File: src/rtl/mlp_weight_loader.sv
// Byte-stream loader for the MLP parameter set: buffers a 13-byte frame plus checksum
// in shadow registers and commits all values to the outputs in one cycle once the frame checks out.
module mlp_weight_loader #(
   parameter int TIMEOUT = 64
) (
   input  logic              clk,
   input  logic              reset,
   input  logic              s_valid,
   output logic              s_ready,
   input  logic [7:0]        s_data,
   input  logic              s_sof,
   output logic signed [7:0] hidden_weight1,
   output logic signed [7:0] hidden_weight2,
   output logic signed [7:0] hidden_weight3,
   output logic signed [7:0] hidden_weight4,
   output logic signed [7:0] hidden_weight5,
   output logic signed [7:0] hidden_weight6,
   output logic signed [7:0] hidden_bias1,
   output logic signed [7:0] hidden_bias2,
   output logic signed [7:0] hidden_bias3,
   output logic signed [7:0] output_weight1,
   output logic signed [7:0] output_weight2,
   output logic signed [7:0] output_weight3,
   output logic signed [7:0] output_bias,
   output logic              weights_valid,
   output logic              load_done,
   output logic              load_err
);

   localparam int NUM_PARAMS = 13;

   typedef enum logic [1:0] {
      ST_IDLE,
      ST_LOAD,
      ST_COMMIT
   } state_t;

   state_t     state;
   logic [7:0] shadow [NUM_PARAMS];
   logic [7:0] active [NUM_PARAMS];
   logic [3:0] cnt;
   logic [7:0] sum;
   logic [7:0] idle_cnt;
   logic       xfer;
   logic [7:0] sum_with_byte;

   // COMMIT is the only state that back-pressures the stream.
   assign s_ready       = (state != ST_COMMIT);
   assign xfer          = s_valid && s_ready;
   assign sum_with_byte = sum + s_data;

   // NOTE: state registers use non-blocking assignments so every register samples pre-edge values.
   always_ff @(posedge clk or posedge reset) begin
      if (reset) begin
         state         <= ST_IDLE;
         cnt           <= '0;
         sum           <= '0;
         idle_cnt      <= '0;
         weights_valid <= 1'b0;
         load_done     <= 1'b0;
         load_err      <= 1'b0;
         // NOTE: the register arrays are reset too, so a reset mid-frame leaves no stale values anywhere.
         for (int i = 0; i < NUM_PARAMS; i++) begin
            shadow[i] <= '0;
            active[i] <= '0;
         end
      end else begin
         load_done <= 1'b0;
         load_err  <= 1'b0;
         case (state)
            ST_IDLE: begin
               if (xfer && s_sof) begin
                  shadow[0] <= s_data;
                  cnt       <= 4'd1;
                  sum       <= s_data;
                  idle_cnt  <= '0;
                  state     <= ST_LOAD;
               end
            end

            ST_LOAD: begin
               if (xfer) begin
                  idle_cnt <= '0;
                  if (s_sof) begin
                     load_err  <= 1'b1;
                     shadow[0] <= s_data;
                     cnt       <= 4'd1;
                     sum       <= s_data;
                  end else if (cnt == 4'(NUM_PARAMS)) begin
                     if (sum_with_byte == 8'h00) begin
                        state <= ST_COMMIT;
                     end else begin
                        load_err <= 1'b1;
                        state    <= ST_IDLE;
                     end
                  end else begin
                     shadow[cnt] <= s_data;
                     cnt         <= cnt + 4'd1;
                     sum         <= sum_with_byte;
                  end
               end else if (idle_cnt == 8'(TIMEOUT - 1)) begin
                  load_err <= 1'b1;
                  state    <= ST_IDLE;
               end else begin
                  idle_cnt <= idle_cnt + 8'd1;
               end
            end

            ST_COMMIT: begin
               for (int i = 0; i < NUM_PARAMS; i++) begin
                  active[i] <= shadow[i];
               end
               weights_valid <= 1'b1;
               load_done     <= 1'b1;
               state         <= ST_IDLE;
            end

            default: state <= ST_IDLE;
         endcase
      end
   end

   // Frame byte order: hw1 hw2 hb1 hw3 hw4 hb2 hw5 hw6 hb3 ow1 ow2 ow3 ob.
   assign hidden_weight1 = active[0];
   assign hidden_weight2 = active[1];
   assign hidden_bias1   = active[2];
   assign hidden_weight3 = active[3];
   assign hidden_weight4 = active[4];
   assign hidden_bias2   = active[5];
   assign hidden_weight5 = active[6];
   assign hidden_weight6 = active[7];
   assign hidden_bias3   = active[8];
   assign output_weight1 = active[9];
   assign output_weight2 = active[10];
   assign output_weight3 = active[11];
   assign output_bias    = active[12];

endmodule
File: config.mk
export PLATFORM = sky130hd
export DESIGN_NAME = mlp_weight_loader
export DESIGN_NICKNAME = d
export VERILOG_FILES = /design/src/rtl/mlp_weight_loader.sv
export SDC_FILE = /design/constraint.sdc
export NUM_CORES = 1
export LEC_CHECK = 0
export CAP_MARGIN = 0
export CELL_PAD_IN_SITES_DETAIL_PLACEMENT = 1
export CELL_PAD_IN_SITES_GLOBAL_PLACEMENT = 1
export CORE_MARGIN = 2
export CORE_UTILIZATION = 39
export DETAILED_ROUTE_END_ITERATION = 6
export PLACE_DENSITY = 0.73
export SETUP_SLACK_MARGIN = 0.3
export SLEW_MARGIN = 20
export SYNTH_ARGS = -nofsm -noshare
export SYNTH_HDL_FRONTEND = slang
export SYNTH_SLANG_ARGS = --single-unit
File: constraint.sdc
create_clock -name clk -period 8 [get_ports clk]
set_input_delay 1.6 -clock clk [delete_from_list [all_inputs] [get_ports clk]]
set_output_delay 1.6 -clock clk [all_outputs]
set_load 0.01 [all_outputs]
== After elaboration in Yosys (flattened, before gate mapping) ==
Index checks and enable logic that the tools add are counted.
Storage, ports and cells
  register bits after elaboration: 233
  input bits: 12
  logic and storage cells: 99
Cells by class
  add/subtract/negate cells: 3
  $lt $le $gt $ge: 2
  eq/ne operators: 12
  mux-type cells: 36
  bitwise gates (word level): 3
  reductions and logical operators: 10
Operator list (count)
  $mux W104: 2
  $bwmux W104: 1
  $mux W96: 1
  $mux W8: 9
  $pmux W8 S2: 3
  $demux W8 S4: 1
  $mux W4: 4
  $ne A3 B3 Y1 const B: 5
  $mux W2: 6
  $reduce_and A4 Y1: 3
  $add A8 B1 Y8 const B: 1
  $add A8 B8 Y8: 1
  $eq A8 B6 Y1 const B: 1
  $logic_not A8 Y1: 1
  $pmux W4 S2: 1
  $mux W1: 7
  $ne A2 B2 Y1 const B: 3
  $ge A5 B5 Y1 const B: 1
  $lt A5 B1 Y1 const B: 1
  $not A4 Y5: 1
  $add A4 B1 Y4 const B: 1
  $eq A4 B4 Y1 const B: 1
  $pmux W2 S2: 1
  $logic_and A1 B1 Y1: 3
  6 further kinds: 7

== Longest topological paths before layout ==
Gate-level depths: netlist (run 1).
  word-level depth: 10
  depth in mapped cells: 9
  gate-level depth less buffers: 8

== Least setup slack after synthesis (run 1) ==
OpenSTA, ideal clock, no wires.
  kind: input port to flip-flop
  from: in s_data[1]
  to: reg sum[6]
  library setup time: 0.126 ns
  arrival time: 3.137 ns
  setup slack: 4.737 ns
  stages: 8
  cells stage by stage: inv_1 > clkbuf_1 > fa_1 > nor2b_1 > o31a_1 > mux2i_1 > a21oi_1 > a221o_1
Between the ends
  longest elaborated chain between the ends: 5
Ends and longest elaborated chain
  start: declaration: line 10  | input logic [7:0] s_data,
  $add A8 B8 Y8: line 50  | assign sum_with_byte = sum + s_data;
  $mux W8: line 89  | end else if (cnt == 4'(NUM_PARAMS)) begin
  $mux W8: line 84  | if (s_sof) begin
  $mux W8: line 82  | if (xfer) begin
  $pmux W8 S2: line 70  | case (state)
  end signal: assignment: line 75  | sum <= s_data;
  end signal: assignment: line 88  | sum <= s_data;
  end signal: assignment: line 99  | sum <= sum_with_byte;
  end: declaration: line 42  | logic [7:0] sum;
No other way between the ends. The select of a mux whose other input is x is not followed.
A chain may end at the register's enable or synchronous reset.

== Worst setup path after layout (run 1) ==
  from: in s_data[5]
  to: reg state[1]
Between the ends
  longest elaborated chain between the ends: 7
Ends and longest elaborated chain
  $add A8 B8 Y8: line 50
  $logic_not A8 Y1: line 90  | if (sum_with_byte == 8'h00) begin
  $mux W2: line 90
  $mux W2: line 89
  $mux W2: line 84
  $mux W2: line 82
  $pmux W2 S2: line 70
  end signal: assignment: line 77  | state <= ST_LOAD;
  end signal: assignment: line 91  | state <= ST_COMMIT;
  end signal: assignment: line 94  | state <= ST_IDLE;
  end: declaration: line 38  | state_t state;
No other way between the ends. The select of a mux whose other input is x is not followed.

==> load_flow_metrics.sql, run 1 <==
INSERT INTO impl_metrics (metric_group, metric, value, unit) VALUES
('synth', 'yosys.area.top_type', 'dfrtp_1', ''),
('cells_and_area', 'filler_cell_count', '2634', ''),
('placement', 'dp_slack', '3.62', 'ns'),
('synth', 'post_synth_most_frequent_cells', '325 x nand2_1, 233 x dfrtp_1, 84 x mux2_2', ''),
('detailed_routing', 'detail_route.vias_per_cell', '4.99', ''),
('global_routing', 'global_route.overflow_total', '0', ''),
('job', 'max_cap_viol_count', '0', ''),
('global_routing', 'maximum_number_of_pins_on_one_net_before_global_route_repair', '145', ''),
('cts', 'clockBufferDepth', '3', ''),
('sta', 'slew_violations', '0', ''),
('synth', 'synth.most_common_cell', 'nand2_1', ''),
('sta', 'worst_slew_pin_slew', '1.04', 'ns'),
('cts', 'clock_tree_from_tritoncts', 'done', ''),
('sta', 'fin_worst_skew', '0.0172', 'ns'),
('placement', 'placement.io_buffers', '119', ''),
('detailed_routing', 'route.top_layer_used', 'met4', ''),
('worst_setup_path', 'crit_type', 'in2reg', ''),
('power', 'vdd_ir_drop_max', '0.128', 'mV'),
('floorplan', 'ios', '120', ''),
('cts', 'tritoncts.num_buffers', '26', ''),
('placement', 'placed_area', '11100', 'µm²'),
('synth', 'post_synth_instance_area', '9600', 'µm²'),
('cells_and_area', 'layout-area-overhead-vs-synth', '25.3', '%'),
('synth', 'synth_edf_count', '0', ''),
('sta', 'totalNegativeSetupSlack', '0', 'ns'),
('run_status', 'outcome', 'completed', ''),
('cts', 'cts-hold-fix-buffers', '0', ''),
('detailed_routing', 'total_wirelength_of_the_detailed_routed_design', '24100', 'µm'),
('cts', 'cts_post_setup_buffers_inserted', '0', ''),
('sta', 'grt_setup_unrepaired', 'false', ''),
('detailed_routing', 'drtIter0Drc', '324', ''),
('detailed_routing', 'num_vias', '6712', ''),
('global_routing', 'grt_usage', '18.9', '%'),
('cells_and_area', 'layout.area.seq', '5830', 'µm²'),
('synth', 'synth_largest_type_area_fraction', '60.7', '%'),
('floorplan', 'die_w', '161', 'µm'),
('min_path', 'worst_hold_path_class', 'reg2reg', ''),
('detailed_routing', 'drc_violations_left', '0', ''),
('cells_and_area', 'fin_util', '49.6', '%'),
('worst_setup_path', 'crit_path_end_kind', 'register', ''),
('global_routing', 'initial_antenna_violation_count', '0', ''),
('placement', 'gp_congestion', '0.792', ''),
('synth', 'synth.ff_latch_count', '233', ''),
('worst_setup_path', 'critical_path_required', '8.43', 'ns'),
('sta', 'slew-limit-headroom', '30.7', '%'),
('cells_and_area', 'multi_input_logic_area', '3530', 'µm²'),
('sta', 'worst_hold_slack', '0.448', 'ns'),
('synth', 'synthTopCellsByArea', 'dfrtp_1 61%, nand2_1 13%, mux2_2 9.9%', ''),
('floorplan', 'die_y', '161', 'µm'),
('cts', 'cts_max_level', '1', ''),
('synth', 'synth_flop_cell', 'dfrtp_1', ''),
('sta', 'report.final.hold_viol_count', '0', ''),
('synth', 'synthDistinctLibCells', '50', ''),
('sta', 'finalSetupViolCount', '0', ''),
('worst_setup_path', 'worst-path-max-fanout', '15', ''),
('synth', 'avgSynthCellArea', '10.8', 'µm²'),
('synth', 'netlist_instances', '890', ''),
('detailed_routing', 'wl_met3', '806', 'µm'),
('cells_and_area', 'finalInstanceArea', '12000', 'µm²'),
('cells_and_area', 'finalNetCount', '1027', ''),
('worst_setup_path', 'start_kind', 'input port', ''),
('cts', 'clockRootBuffer', 'clkbuf_16', ''),
('synth', 'synthArstFlopShare', '100', '%'),
('global_routing', 'first_global_vias', '7314', ''),
('detailed_routing', 'met2RoutedLength', '12100', 'µm'),
('placement', 'dp_hpwl', '15400', 'µm'),
('cts', 'clkTransAtPathRegs', '0.06', 'ns'),
('sta', 'period_needed', '3.75', 'ns'),
('synth', 'synth-seq-area-share', '60.7', '%'),
('detailed_routing', 'wl_per_cell', '17.9', 'µm'),
('sta', 'clock.fmax', '267', 'MHz');
==> critical path, stage by stage <==
cell and delay [ns]:
clkdlybuf4s50_1 0.86, ha_1 0.66, nand2_1 0.10, nor4b_1 0.40, nor3_1 0.13, nor2_1 0.14
nor4bb_1 0.28
==> cell type report <==
class / count / area share (%)
clock buffer: 38 / 6.70
clock inverter: 10 / 1.16
inverter: 17 / 0.572
multi-input combinational: 599 / 29.4
sequential: 233 / 48.5
tap: 324 / 3.37
timing repair buffer: 125 / 10.4
==> cells in the final DEF (no fill, tap or decap), types with 2 or more instances in the layout <==
| cell | netlist | final |
|---|---|---|
| a21oi_1 | 14 | 14 |
| a22oi_1 | 2 | 2 |
| and2_1 | 2 | 2 |
| and3_1 | 6 | 6 |
| buf_4 | 0 | 5 |
| bufinv_16 | 0 | 3 |
| clkbuf_16 | 0 | 26 |
| clkbuf_8 | 0 | 11 |
| clkdlybuf4s50_1 | 0 | 119 |
| clkinv_2 | 0 | 6 |
| dfrtp_1 | 233 | 233 |
| ha_1 | 12 | 12 |
| inv_1 | 16 | 15 |
| mux2_2 | 84 | 84 |
| mux2i_1 | 4 | 4 |
| nand2_1 | 325 | 325 |
| nand2b_1 | 7 | 6 |
| nand3_1 | 19 | 19 |
| nand3_4 | 8 | 8 |
| nand4_1 | 5 | 5 |
| nor2_1 | 15 | 15 |
| nor2_4 | 2 | 2 |
| nor2b_1 | 5 | 5 |
| nor3_1 | 4 | 4 |
| nor3b_1 | 2 | 2 |
| nor4b_1 | 2 | 2 |
| o21a_1 | 2 | 2 |
| o21ai_0 | 44 | 44 |
| o21ai_2 | 8 | 8 |
| or3_1 | 3 | 3 |
| xnor2_1 | 2 | 2 |
| xor2_1 | 3 | 3 |
==> power by group <==
part / switching, µW / internal [µW]
Clock: 482 / 795
Combinational: 196 / 161
Sequential: 81.0 / 1320
==> stage by stage <==
step                std cells  power [µW]
global placement         1298        1750
floorplan                 890        1680
finish                   1346        3030
global route             1346        3170
detailed placement       1298        1770
CTS                      1346        3060
==> registers in the layout, indices dropped and copies added, names as in the netlist, 8 cells and up <==
name and count:
output_bias 8, output_weight1 8, hidden_weight1 8, idle_cnt 8, hidden_bias2 8, hidden_bias3 8
output_weight2 8, hidden_bias1 8, shadow 104, hidden_weight3 8, sum 8, hidden_weight4 8
hidden_weight2 8, output_weight3 8, hidden_weight6 8, hidden_weight5 8
==> kinds of logic (layout without fill, tap and decap cells) <==
family                   Yosys count  in the layout  share of synthesized area (%)
AO/OA/AOI/OAI                     80             80                           5.20
flip-flops                       233            233                           60.7
AND/OR/NAND/NOR                  413            413                           19.0
buffers and inverters             58            190                           2.54
adder cells (fa/ha/maj)           13             13                           1.77
XOR/XNOR                           5              5                          0.456
multiplexers                      88             88                           10.3
==> path summary, 6_finish.rpt <==
kind | to | slack [ns] | cells past startpoint | start
min reg2reg | hidden_bias3[7] | 0.45 | 2 | shadow[39]
max | state[1] | 4.25 | 7 | s_data[5]
min | hidden_bias3[7] | 0.45 | 2 | shadow[39]
max in group asynchronous | cnt[2] | 5.29 | 3 | reset
min in group asynchronous | hidden_bias2[3] | 1.42 | 2 | reset
max reg2reg | shadow[58] | 5.44 | 4 | state[1]
==> layer usage <==
| layer | vias to the layer above | GRT usage [%] |
|---|---|---|
| li1 | 3149 | - |
| met1 | 3416 | 24.8 |
| met2 | 112 | 33.3 |
| met3 | 35 | 2.66 |
| met4 | 0 | 4.42 |
| met5 | - | 0 |
No activity file was read; power rests on OpenSTA's default activity.
==> inputs of run 2 (changes only) <==
Clock period 8 ns to 3.1 ns, I/O delays scaled along.
==> run 2 against run 1 <==
Register-to-register slack worse by 4.6 ns. Power rose to 2.5 times the previous value. Worst hold slack better by 0.014 ns. Core utilization up 0.18 points. Critical path depth up 1. Global-route usage about the same. First-iteration DRC count up 17%. Sequential cell count unchanged. Combinational power rose to 2.7 times the previous value. Sequential power rose to 2.6 times the previous value. Final area up 0.36%. Via count up 0.74%.
==> load_flow_metrics.sql, run 2 (synthesized netlist as in run 1, its figures left out) <==
INSERT INTO impl_metrics (metric_group, metric, value, unit) VALUES
('detailed_routing', 'num_vias', '6762', ''),
('cells_and_area', 'max_flop_register', 'shadow', ''),
('power', 'part_of_the_total_power_dissipated_in_the_clock_network', '40.3', '%'),
('floorplan', 'die_area', '25900', 'µm²'),
('global_routing', 'grt_first_pass_wirelength', '39400', 'µm'),
('cells_and_area', 'layout-area-overhead-vs-synth', '25.8', '%'),
('cells_and_area', 'filler_cell_count', '2651', ''),
('floorplan', 'floorplan.initialDensity', '39.6', '%'),
('global_routing', 'grt_usage', '18.9', '%'),
('worst_setup_path', 'critPathMaxStageDelay', '0.61', 'ns'),
('sta', 'report.final.hold_viol_count', '0', ''),
('detailed_routing', 'drc_violations_left', '0', ''),
('sta', 'fin_worst_skew', '0.0152', 'ns'),
('detailed_routing', 'wl_per_cell', '17.7', 'µm'),
('cells_and_area', 'ant_diodes', '0', ''),
('cells_and_area', 'post_route_cells_drive_above_1_share', '16.3', '%'),
('power', 'powerDensity', '631', 'nW/µm²'),
('power', 'part_of_the_total_power_dissipated_in_combinational_logic', '12.5', '%'),
('sta', 'clock.fmax', '402', 'MHz'),
('global_routing', 'first_global_vias', '7260', ''),
('placement', 'placement.io_buffers', '119', ''),
('worst_setup_path', 'start_kind', 'input port', ''),
('worst_setup_path', 'crit_path_end_kind', 'register', ''),
('cts', 'clockRootBuffer', 'clkbuf_16', ''),
('floorplan', 'ios', '120', ''),
('cells_and_area', 'layout_common_cells', '325 x nand2_1, 233 x dfrtp_1, 119 x clkdlybuf4s50_1', ''),
('worst_setup_path', 'critPathTopFamily', 'buffers and inverters', ''),
('power', 'vdd_ir_drop_max', '0.358', 'mV'),
('cts', 'cts_max_level', '1', ''),
('power', 'power_leakage', '0.00597', 'µW'),
('worst_setup_path', 'critPathBufInv', '2', ''),
('worst_setup_path', 'crit_type', 'in2reg', ''),
('cts', 'number_of_clock_sinks', '233', ''),
('floorplan', 'core_area', '24200', 'µm²'),
('worst_setup_path', 'worst-path-max-fanout', '4', ''),
('min_path', 'worst_hold_path_class', 'reg2reg', ''),
('run_status', 'outcome', 'completed', ''),
('detailed_routing', 'antenna_left', '0', ''),
('cells_and_area', 'largest_register_ffs', '104', ''),
('global_routing', 'gr_met1_demand_resource', '25.9', '%'),
('global_routing', 'global_route.usage.met2', '32.1', '%'),
('floorplan', 'die_w', '161', 'µm'),
('power', 'total_switching_power', '1920', 'µW'),
('placement', 'dp_hpwl', '15400', 'µm'),
('cts', 'worstSkewPairLatency', '0.53', 'ns'),
('sta', 'finalSetupViolCount', '0', ''),
('cts', 'post_cts_resize_count', '0', ''),
('power', 'internal-power', '5710', 'µW'),
('cells_and_area', 'multi_input_logic_area', '3530', 'µm²'),
('global_routing', 'maximum_number_of_pins_on_one_net_before_global_route_repair', '98', ''),
('power', 'power.sequential.fraction', '47.2', '%'),
('detailed_routing', 'detail_route.vias_per_cell', '4.99', ''),
('detailed_routing', 'drtIter0Drc', '380', ''),
('cells_and_area', 'fin_util', '49.8', '%'),
('worst_setup_path', 'critical_path_required', '3.50', 'ns'),
('sta', 'grt_setup_unrepaired', 'false', ''),
('sta', 'final_min_period_over_clock_period', '80.3', '%'),
('sta', 'worst_hold_slack', '0.463', 'ns'),
('placement', 'gp_congestion', '0.863', ''),
('cts', 'tritoncts.num_buffers', '25', ''),
('sta', 'period_needed', '2.49', 'ns'),
('sta', 'slew_violations', '0', ''),
('placement', 'placed_area', '11200', 'µm²'),
('cells_and_area', 'layout.area.seq', '5830', 'µm²'),
('detailed_routing', 'total_wirelength_of_the_detailed_routed_design', '23900', 'µm'),
('worst_setup_path', 'critical_path_arrival', '2.89', 'ns'),
('cts', 'clockBufferDepth', '3', ''),
('sta', 'slew-limit-headroom', '49.3', '%'),
('global_routing', 'gr-usage-met3', '2.43', '%'),
('worst_setup_path', 'crit_slowest_cell', 'clkdlybuf4s50_1', ''),
('cells_and_area', 'finalInstanceArea', '12100', 'µm²'),
('sta', 'worst_slew_pin_slew', '0.760', 'ns'),
('worst_setup_path', 'cp_cell_sequence', 'clkdlybuf4s50_1 -> inv_1 -> fa_1 -> nor2b_1 -> o31a_1 -> mux2i_1 -> a21oi_1 -> a221o_1', ''),
('cts', 'cts_post_setup_buffers_inserted', '0', ''),
('power', 'netSwitchingFraction', '25.2', '%'),
('detailed_routing', 'drtPass1Iterations', '4', ''),
('floorplan', 'die_y', '161', 'µm'),
('cells_and_area', 'finalNetCount', '1039', ''),
('cts', 'clock_tree_from_tritoncts', 'done', ''),
('global_routing', 'global_route.peak_usage_layer', 'met2', ''),
('cts', 'clkTransAtPathRegs', '0.06', 'ns'),
('cells_and_area', 'most_common_cell_after_layout_fill_and_taps_aside', 'nand2_1', ''),
('job', 'max_cap_viol_count', '0', ''),
('cts', 'cts-hold-fix-buffers', '0', ''),
('floorplan', 'rows', '57', ''),
('global_routing', 'initial_antenna_violation_count', '0', ''),
('global_routing', 'global_route.overflow_total', '0', '');
run 2: cell count changes in the layout (fill, tap and decap cells not counted), sizes merged:
cell and delta:
buf +13, clkbuf -2, clkinv -5, clkinvlp +1
inv +1
run 2: per-stage QoR:
stage	TNS [ns]	instances	setup WS, ns	total power [µW]
after global placement	0	1311	0.203	4550
after floorplan	-132.79	890	-0.570	4320
final	0	1354	0.610	7630
after CTS	0	1354	0.609	7720
after detailed placement	0	1311	0.159	4600
after global routing	0	1354	0.373	7990
run 2: metal layers:
metal / vias to the layer above / wire, µm
met3: 36 / 786
li1: 3170 / -
met4: 0 / 561
met5: - / 0
met2: 114 / 11800
met1: 3442 / 10700
run 2: final cells by class:
| class | count | area share, % |
|---|---|---|
| Clock buffer | 36 | 6.02 |
| Timing Repair Buffer | 138 | 11.5 |
| Multi-Input combinational cell | 599 | 29.3 |
| Inverter | 17 | 0.570 |
| Tap cell | 324 | 3.36 |
| Clock inverter | 7 | 1.06 |
| Sequential cell | 233 | 48.3 |
run 2: final timing paths:
kind | depth (start not counted) | from | slack, ns | end
min in group asynchronous | 2 | reset | 0.51 | output_bias[0]
setup reg to reg | 8 | sum[0] | 0.86 | sum[6]
hold reg to reg | 2 | shadow[66] | 0.46 | hidden_weight4[2]
setup / recovery | 8 | s_data[1] | 0.61 | sum[6]
max in group asynchronous | 3 | reset | 1.84 | hidden_bias3[6]
hold / removal | 2 | shadow[66] | 0.46 | hidden_weight4[2]
run 2: power groups by stage:
stage                     sequential, µW  combinational, µW  clock, µW
after floorplan                     3580                745          0
after global placement              3630                917          0
after detailed placement            3650                953          0
after CTS                           3600                964       3160
after global routing                3650               1070       3270
final                               3600                951       3080
run 2: worst register-to-register path, delay by kind of cell (launching register included):
kind                       cells  cell delay (ns)
buffers and inverters          1             0.07
AOI/OAI and AO/OA              3             0.60
DFF                            1             0.37
adders and majority gates      2             0.62
and+or+nand+nor                1             0.19
muxes                          1             0.28
